==> config.mk <==
export PLATFORM = sky130hd
export DESIGN_NAME = uart_tx_buffer
export DESIGN_NICKNAME = d
export VERILOG_FILES = /design/src/rtl/uart_tx_buffer.sv
export SDC_FILE = /design/constraint.sdc
export NUM_CORES = 1
export LEC_CHECK = 0
export ABC_AREA = 1
export CAP_MARGIN = 20
export CORE_MARGIN = 2
export CORE_UTILIZATION = 49
export CTS_CLUSTER_SIZE = 40
export DETAILED_ROUTE_END_ITERATION = 10
export GPL_ROUTABILITY_DRIVEN = 0
export PLACE_DENSITY = 0.74
export SYNTH_ARGS = -nofsm -noshare
export SYNTH_HDL_FRONTEND = slang
export SYNTH_SLANG_ARGS = --single-unit
==> constraint.sdc <==
create_clock -name clk -period 1.6 [get_ports clk]
set_input_delay 0.24 -clock clk [delete_from_list [all_inputs] [get_ports clk]]
set_output_delay 0.24 -clock clk [all_outputs]
set_load 0.02 [all_outputs]
==> src/rtl/uart_tx_buffer.sv <==
// ============================================================================
// uart_tx_buffer : byte FIFO drained in write order through an internal uart_tx.
// Optional macro UART_TX_BUF_OVF_EN enables the sticky overflow flag on ovf.
// Revision: 1.0
// ============================================================================
`default_nettype none

module uart_tx_buffer #(
  parameter int CLK_PER_HALF_BIT = 5208,
  parameter int DEPTH_LOG2       = 4
) (
  input  logic                  clk,
  input  logic                  rstn,
  input  logic [7:0]            wdata,
  input  logic                  we,
  output logic                  full,
  output logic                  empty,
  output logic [DEPTH_LOG2:0]   count,
  output logic                  idle,
  output logic                  ovf,
  output logic                  txd
);

  localparam int                    c_depth_int = 1 << DEPTH_LOG2;
  localparam logic [DEPTH_LOG2:0]   c_depth     = (DEPTH_LOG2+1)'(c_depth_int);
  localparam logic [DEPTH_LOG2:0]   c_cnt_one   = (DEPTH_LOG2+1)'(1);
  localparam logic [DEPTH_LOG2-1:0] c_ptr_one   = DEPTH_LOG2'(1);

  typedef enum logic [1:0] {
    S_IDLE   = 2'd0,
    S_START  = 2'd1,
    S_SETTLE = 2'd2,
    S_WAIT   = 2'd3
  } state_t;

  state_t                r_state;
  logic [7:0]            r_mem [c_depth_int];
  logic [DEPTH_LOG2-1:0] r_wr_ptr;
  logic [DEPTH_LOG2-1:0] r_rd_ptr;
  logic [DEPTH_LOG2:0]   r_count;
  logic                  r_full;
  logic                  r_empty;
  logic                  r_tx_start;
  logic [7:0]            r_tx_data;
  logic                  w_tx_busy;
  logic                  w_wr;
  logic                  w_pop;
  logic [DEPTH_LOG2:0]   w_count_nxt;

  // A pop never frees a slot for a same-cycle write: acceptance uses registered full.
  assign w_wr  = we && !r_full;
  assign w_pop = (r_state == S_IDLE) && !r_empty && !w_tx_busy;

  always_comb begin
    w_count_nxt = r_count;
    if (w_wr && !w_pop) begin
      w_count_nxt = r_count + c_cnt_one;
    end else if (!w_wr && w_pop) begin
      w_count_nxt = r_count - c_cnt_one;
    end
  end

  always_ff @(posedge clk) begin
    if (!rstn) begin
      r_wr_ptr <= '0;
      r_rd_ptr <= '0;
      r_count  <= '0;
      r_full   <= 1'b0;
      r_empty  <= 1'b1;
    end else begin
      if (w_wr) begin
        r_wr_ptr <= r_wr_ptr + c_ptr_one;
      end
      if (w_pop) begin
        r_rd_ptr <= r_rd_ptr + c_ptr_one;
      end
      r_count <= w_count_nxt;
      r_full  <= (w_count_nxt == c_depth);
      r_empty <= (w_count_nxt == '0);
    end
  end

  always_ff @(posedge clk) begin
    if (w_wr) begin
      r_mem[r_wr_ptr] <= wdata;
    end
  end

  // SETTLE gives uart_tx one cycle to raise busy before WAIT samples it.
  always_ff @(posedge clk) begin
    if (!rstn) begin
      r_state    <= S_IDLE;
      r_tx_start <= 1'b0;
      r_tx_data  <= '0;
    end else begin
      case (r_state)
        S_IDLE: begin
          if (w_pop) begin
            r_tx_data  <= r_mem[r_rd_ptr];
            r_tx_start <= 1'b1;
            r_state    <= S_START;
          end
        end
        S_START: begin
          r_tx_start <= 1'b0;
          r_state    <= S_SETTLE;
        end
        S_SETTLE: begin
          r_state <= S_WAIT;
        end
        default: begin
          if (!w_tx_busy) begin
            r_state <= S_IDLE;
          end
        end
      endcase
    end
  end

`ifdef UART_TX_BUF_OVF_EN
  logic r_ovf;

  always_ff @(posedge clk) begin
    if (!rstn) begin
      r_ovf <= 1'b0;
    end else if (we && r_full) begin
      r_ovf <= 1'b1;
    end
  end

  assign ovf = r_ovf;
`else
  assign ovf = 1'b0;
`endif

  assign full  = r_full;
  assign empty = r_empty;
  assign count = r_count;
  assign idle  = r_empty && (r_state == S_IDLE) && !w_tx_busy;

  uart_tx #(
    .CLK_PER_HALF_BIT (CLK_PER_HALF_BIT)
  ) u_uart_tx (
    .clk   (clk),
    .rstn  (rstn),
    .start (r_tx_start),
    .data  (r_tx_data),
    .txd   (txd),
    .busy  (w_tx_busy)
  );

endmodule

// Serialiser: 1 start bit, 8 data bits LSB first, 1 stop bit.
module uart_tx #(
  parameter int CLK_PER_HALF_BIT = 5208
) (
  input  logic       clk,
  input  logic       rstn,
  input  logic       start,
  input  logic [7:0] data,
  output logic       txd,
  output logic       busy
);

  localparam int                 c_bit_cycles = 2 * CLK_PER_HALF_BIT;
  localparam int                 c_cnt_w      = (c_bit_cycles > 2) ? $clog2(c_bit_cycles) : 1;
  localparam logic [c_cnt_w-1:0] c_cnt_last   = c_cnt_w'(c_bit_cycles - 1);
  localparam logic [c_cnt_w-1:0] c_cnt_one    = c_cnt_w'(1);

  logic [c_cnt_w-1:0] r_clk_cnt;
  logic [3:0]         r_bit_cnt;
  logic [8:0]         r_shift;
  logic               r_txd;
  logic               r_busy;

  always_ff @(posedge clk) begin
    if (!rstn) begin
      r_clk_cnt <= '0;
      r_bit_cnt <= '0;
      r_shift   <= '1;
      r_txd     <= 1'b1;
      r_busy    <= 1'b0;
    end else if (!r_busy) begin
      r_txd <= 1'b1;
      if (start) begin
        r_shift   <= {1'b1, data};
        r_txd     <= 1'b0;
        r_busy    <= 1'b1;
        r_clk_cnt <= '0;
        r_bit_cnt <= '0;
      end
    end else if (r_clk_cnt == c_cnt_last) begin
      r_clk_cnt <= '0;
      if (r_bit_cnt == 4'd9) begin
        r_busy <= 1'b0;
        r_txd  <= 1'b1;
      end else begin
        r_bit_cnt <= r_bit_cnt + 4'd1;
        r_txd     <= r_shift[0];
        r_shift   <= {1'b1, r_shift[8:1]};
      end
    end else begin
      r_clk_cnt <= r_clk_cnt + c_cnt_one;
    end
  end

  assign txd  = r_txd;
  assign busy = r_busy;

endmodule

`default_nettype wire

==> summary.txt <==
Run status
  – Status: completed

Critical path
  – R2r startpoint: r_state[0]
  – Reg-to-reg slack, setup: approximately 0.08 ns
  – Crit path DAT: 1.31 ns
  – Crit path kind: reg2out
  – Cells on worst reg2reg path: 10
  – CP endpoint kind: output port
  – Required time of the critical path: 1.36 ns
  – FF-to-FF End: r_state[1]
  – Crit path max fanout: 2
  – Max incr delay on CP: 0.33 ns
  – CP startpoint: r_state[0]
  – Crit start category: flip-flop
  – Crit path cell chain: inv_2 -> ha_4 -> inv_1 -> nor3_2 -> buf_4
  – WP buf/inv: 3
  – Largest delay share family, worst path: flip-flops
  – Critical-path top delay cell: dfxtp_2

Finish
  – Ant diodes: 0
  – Area grow syn2layout: 18.97%
  – NumNets Final: 926
  – Layout cells sized above 1: 15.21%

Timing
  – RSZ-0062 raised after global routing: yes
  – Setup TNS: 0 ns
  – Final worst slack: 0.05401 ns
  – Final Setup Violations: 0
  – Fin crit period: 1.546 ns
  – FMAX: about 650 MHz
  – Final Slew Violations: 0
  – Final period util: 96.62%
  – Final Skew: ~0.010 ns
  – Hold_ws: 0.4145 ns
  – Final Hold Viols: 0
  – Worst slew margin: 60.71%
  – Worst slew pin tran: just under 0.6 ns

Clocking
  – CTS tree: built
  – Reg clk slew, reported paths: 0.07 ns
  – Num CTS Buffers: 17
  – Clock tree sinks: around 180
  – CTS H-tree lvls: 4
  – Hold buffers post-CTS: 0
  – Clk root buf: clkbuf_16
  – Insertion delay to the later sink of the worst-skew pair: roughly 0.43 ns
  – Longest Clk Path Bufs: 2

Logic synthesis
  – Primary FF master, synth: edfxtp_1
  – Mean Syn Cell Area: 9.634 um^2
  – Post-synth EDFFs: 128
  – Most instantiated cells after synthesis: nor2_1 (133), nand2_1 (129), edfxtp_1 (128), nand3_1 (93), inv_1 (69)
  – Area leader, netlist: edfxtp_1
  – Sequential area share after synthesis: 61.15%
  – Top post-synthesis cells by area: edfxtp_1 (48%), dfxtp_1 (13%), nor2_1 (6.2%), nand2_1 (6.0%), nand3_1 (5.8%)
  – Post-Syn Area: roughly 8100 um^2
  – Count leader, synth: nor2_1
  – Yosys warnings: 0
  – Mapped Nets: about 860
  – Distinct cells, synth: 36
  – Asr flop ratio synth: 0%
  – Mapped Cells: 836
  – Synthesized flop and latch total: around 180
  – Yosys top cell area share: 47.72%

Drt
  – First-pass DRT Iterations: 5
  – Routed len/inst: 16.18 um
  – Routed vias/inst: 5.390
  – Via count: 6091
  – Routed wire length: around 18 mm
  – Antenna-violating nets left: 0
  – 1st-iter DRT viols: 554
  – Drc violations: 0

Hold path
  – Hold EP: r_mem[9][3]
  – Hold Path Class: in2reg
  – Hold path startpoint: wdata[3]
  – Hold Path Stages: 1

Placement
  – Dpl hpwl: 11.43 mm
  – Pre-CTS setup slack: -0.1509 ns
  – Port Buffers: 19

Die
  – Ports: 21
  – Row count: 46
  – Core ar.: 16000 um^2
  – Die ar.: 17480 um^2
  – Chip Width: between 100 and 150 um
  – Die Ht: between 100 and 150 um
  – Initial Util: 50.34%

Global route
  – Global-route usage over all layers: 21.15%
  – Initial antenna violation count: 0
  – Largest net degree at the start of global routing: 55
  – Vias in the first global route: about 5800
  – Grt ovf: 0
  – First-pass GRT wire length: 28.53 mm

Power
  – Pleak: 3.652 nW
  – VDD IR max: 0.0008785 V
  – Total Power: approximately 15 mW
  – Pwr Density: 1583 nW/um^2

Run
  – Total of max-cap violations: 0
==> where the power goes <==
part | leakage [nW] | switching, mW | internal (mW)
registers | 1.60 | 0.275 | 5.46
clock network | 0.312 | 1.78 | 2.70
logic | 1.74 | 3.09 | 1.86
total | 3.65 | 5.15 | 10.0
==> worst max path at each step <==
stage	to	slack [ns]	cells after the start
floorplan	r_mem[0][0]	0.06	5
global placement	empty	-0.12	10
detailed placement	full	-0.15	10
CTS	full	-0.03	12
global route	empty	-0.03	12
finish	idle	0.05	5
==> layout make-up <==
| type | instances | area (um^2) |
|---|---|---|
| Clock buffer | 21 | 450.4 |
| Sequential cell | 182 | 4932 |
| Fill cell | 1321 | 6419 |
| Tap cell | 216 | 270.3 |
| Inverter | 79 | 304.0 |
| Multi-Input combinational cell | 537 | 2681 |
| Clock inverter | 11 | 191.4 |
| Timing Repair Buffer | 84 | 752.0 |
==> logic make-up after synthesis <==
logic type,after synthesis,synth area share [%]
other,1,0.04656
AO/OA/AOI/OAI,133,9.041
XOR/XNOR,3,0.3263
flip-flops,182,61.15
AND/OR/NAND/NOR,386,20.83
buffers and inverters,117,6.432
adder cells (fa/ha/maj),14,2.175
==> what timing repair did <==
| item | CTS | global route |
|---|---|---|
| resized for setup | 28 | 21 |
| gates cloned | 0 | 1 |
| pin swaps | 8 | 7 |
| endpoints found under the setup margin | 12 | 34 |
| buffers inserted | 5 | 1 |
==> routing by layer <==
layer,share of wire [%],vias to the layer above,GRT usage [%]
met2,51,240,36.78
met5,0,-,0
met1,40,2851,25.77
li1,-,2965,-
met4,2.3,0,7.527
met3,7.3,35,5.075
==> sequential cells by signal, indices dropped and copies added (netlist names), 2 cells and up <==
name / count
r_mem: 128
u_uart_tx.r_clk_cnt: 14
r_tx_data: 8
u_uart_tx.r_shift: 8
count: 5
r_rd_ptr: 4
r_wr_ptr: 4
u_uart_tx.r_bit_cnt: 4
r_state: 2
==> placed cells by master (no fill, tap or decap), drive strengths merged <==
cell	n
a21oi	39
o21ai	69
clkinv	5
a211oi	1
buf	65
nor2	137
clkdlybuf4s50	10
conb	1
o21a	1
edfxtp	128
inv	81
nand3	94
bufinv	4
or2	2
nor4	1
dfxtp	54
xor2	3
clkbuf	22
nand3b	4
o21bai	2
nand2	134
dlygate4sd2	8
o211ai	21
nand4	8
nor3	6
ha	14
==> stage by stage <==
stage          cells  instance area (um^2)  util, %
2_1_floorplan    836                  8054        -
3_3_place_gp    1092                  8791    54.94
3_5_place_dp    1092                  8791    54.94
6_report        1130                  9582    59.88
5_1_grt         1130                  9582    59.88
4_1_cts         1129                  9499    59.37
Power figures use the tool's default switching activity.
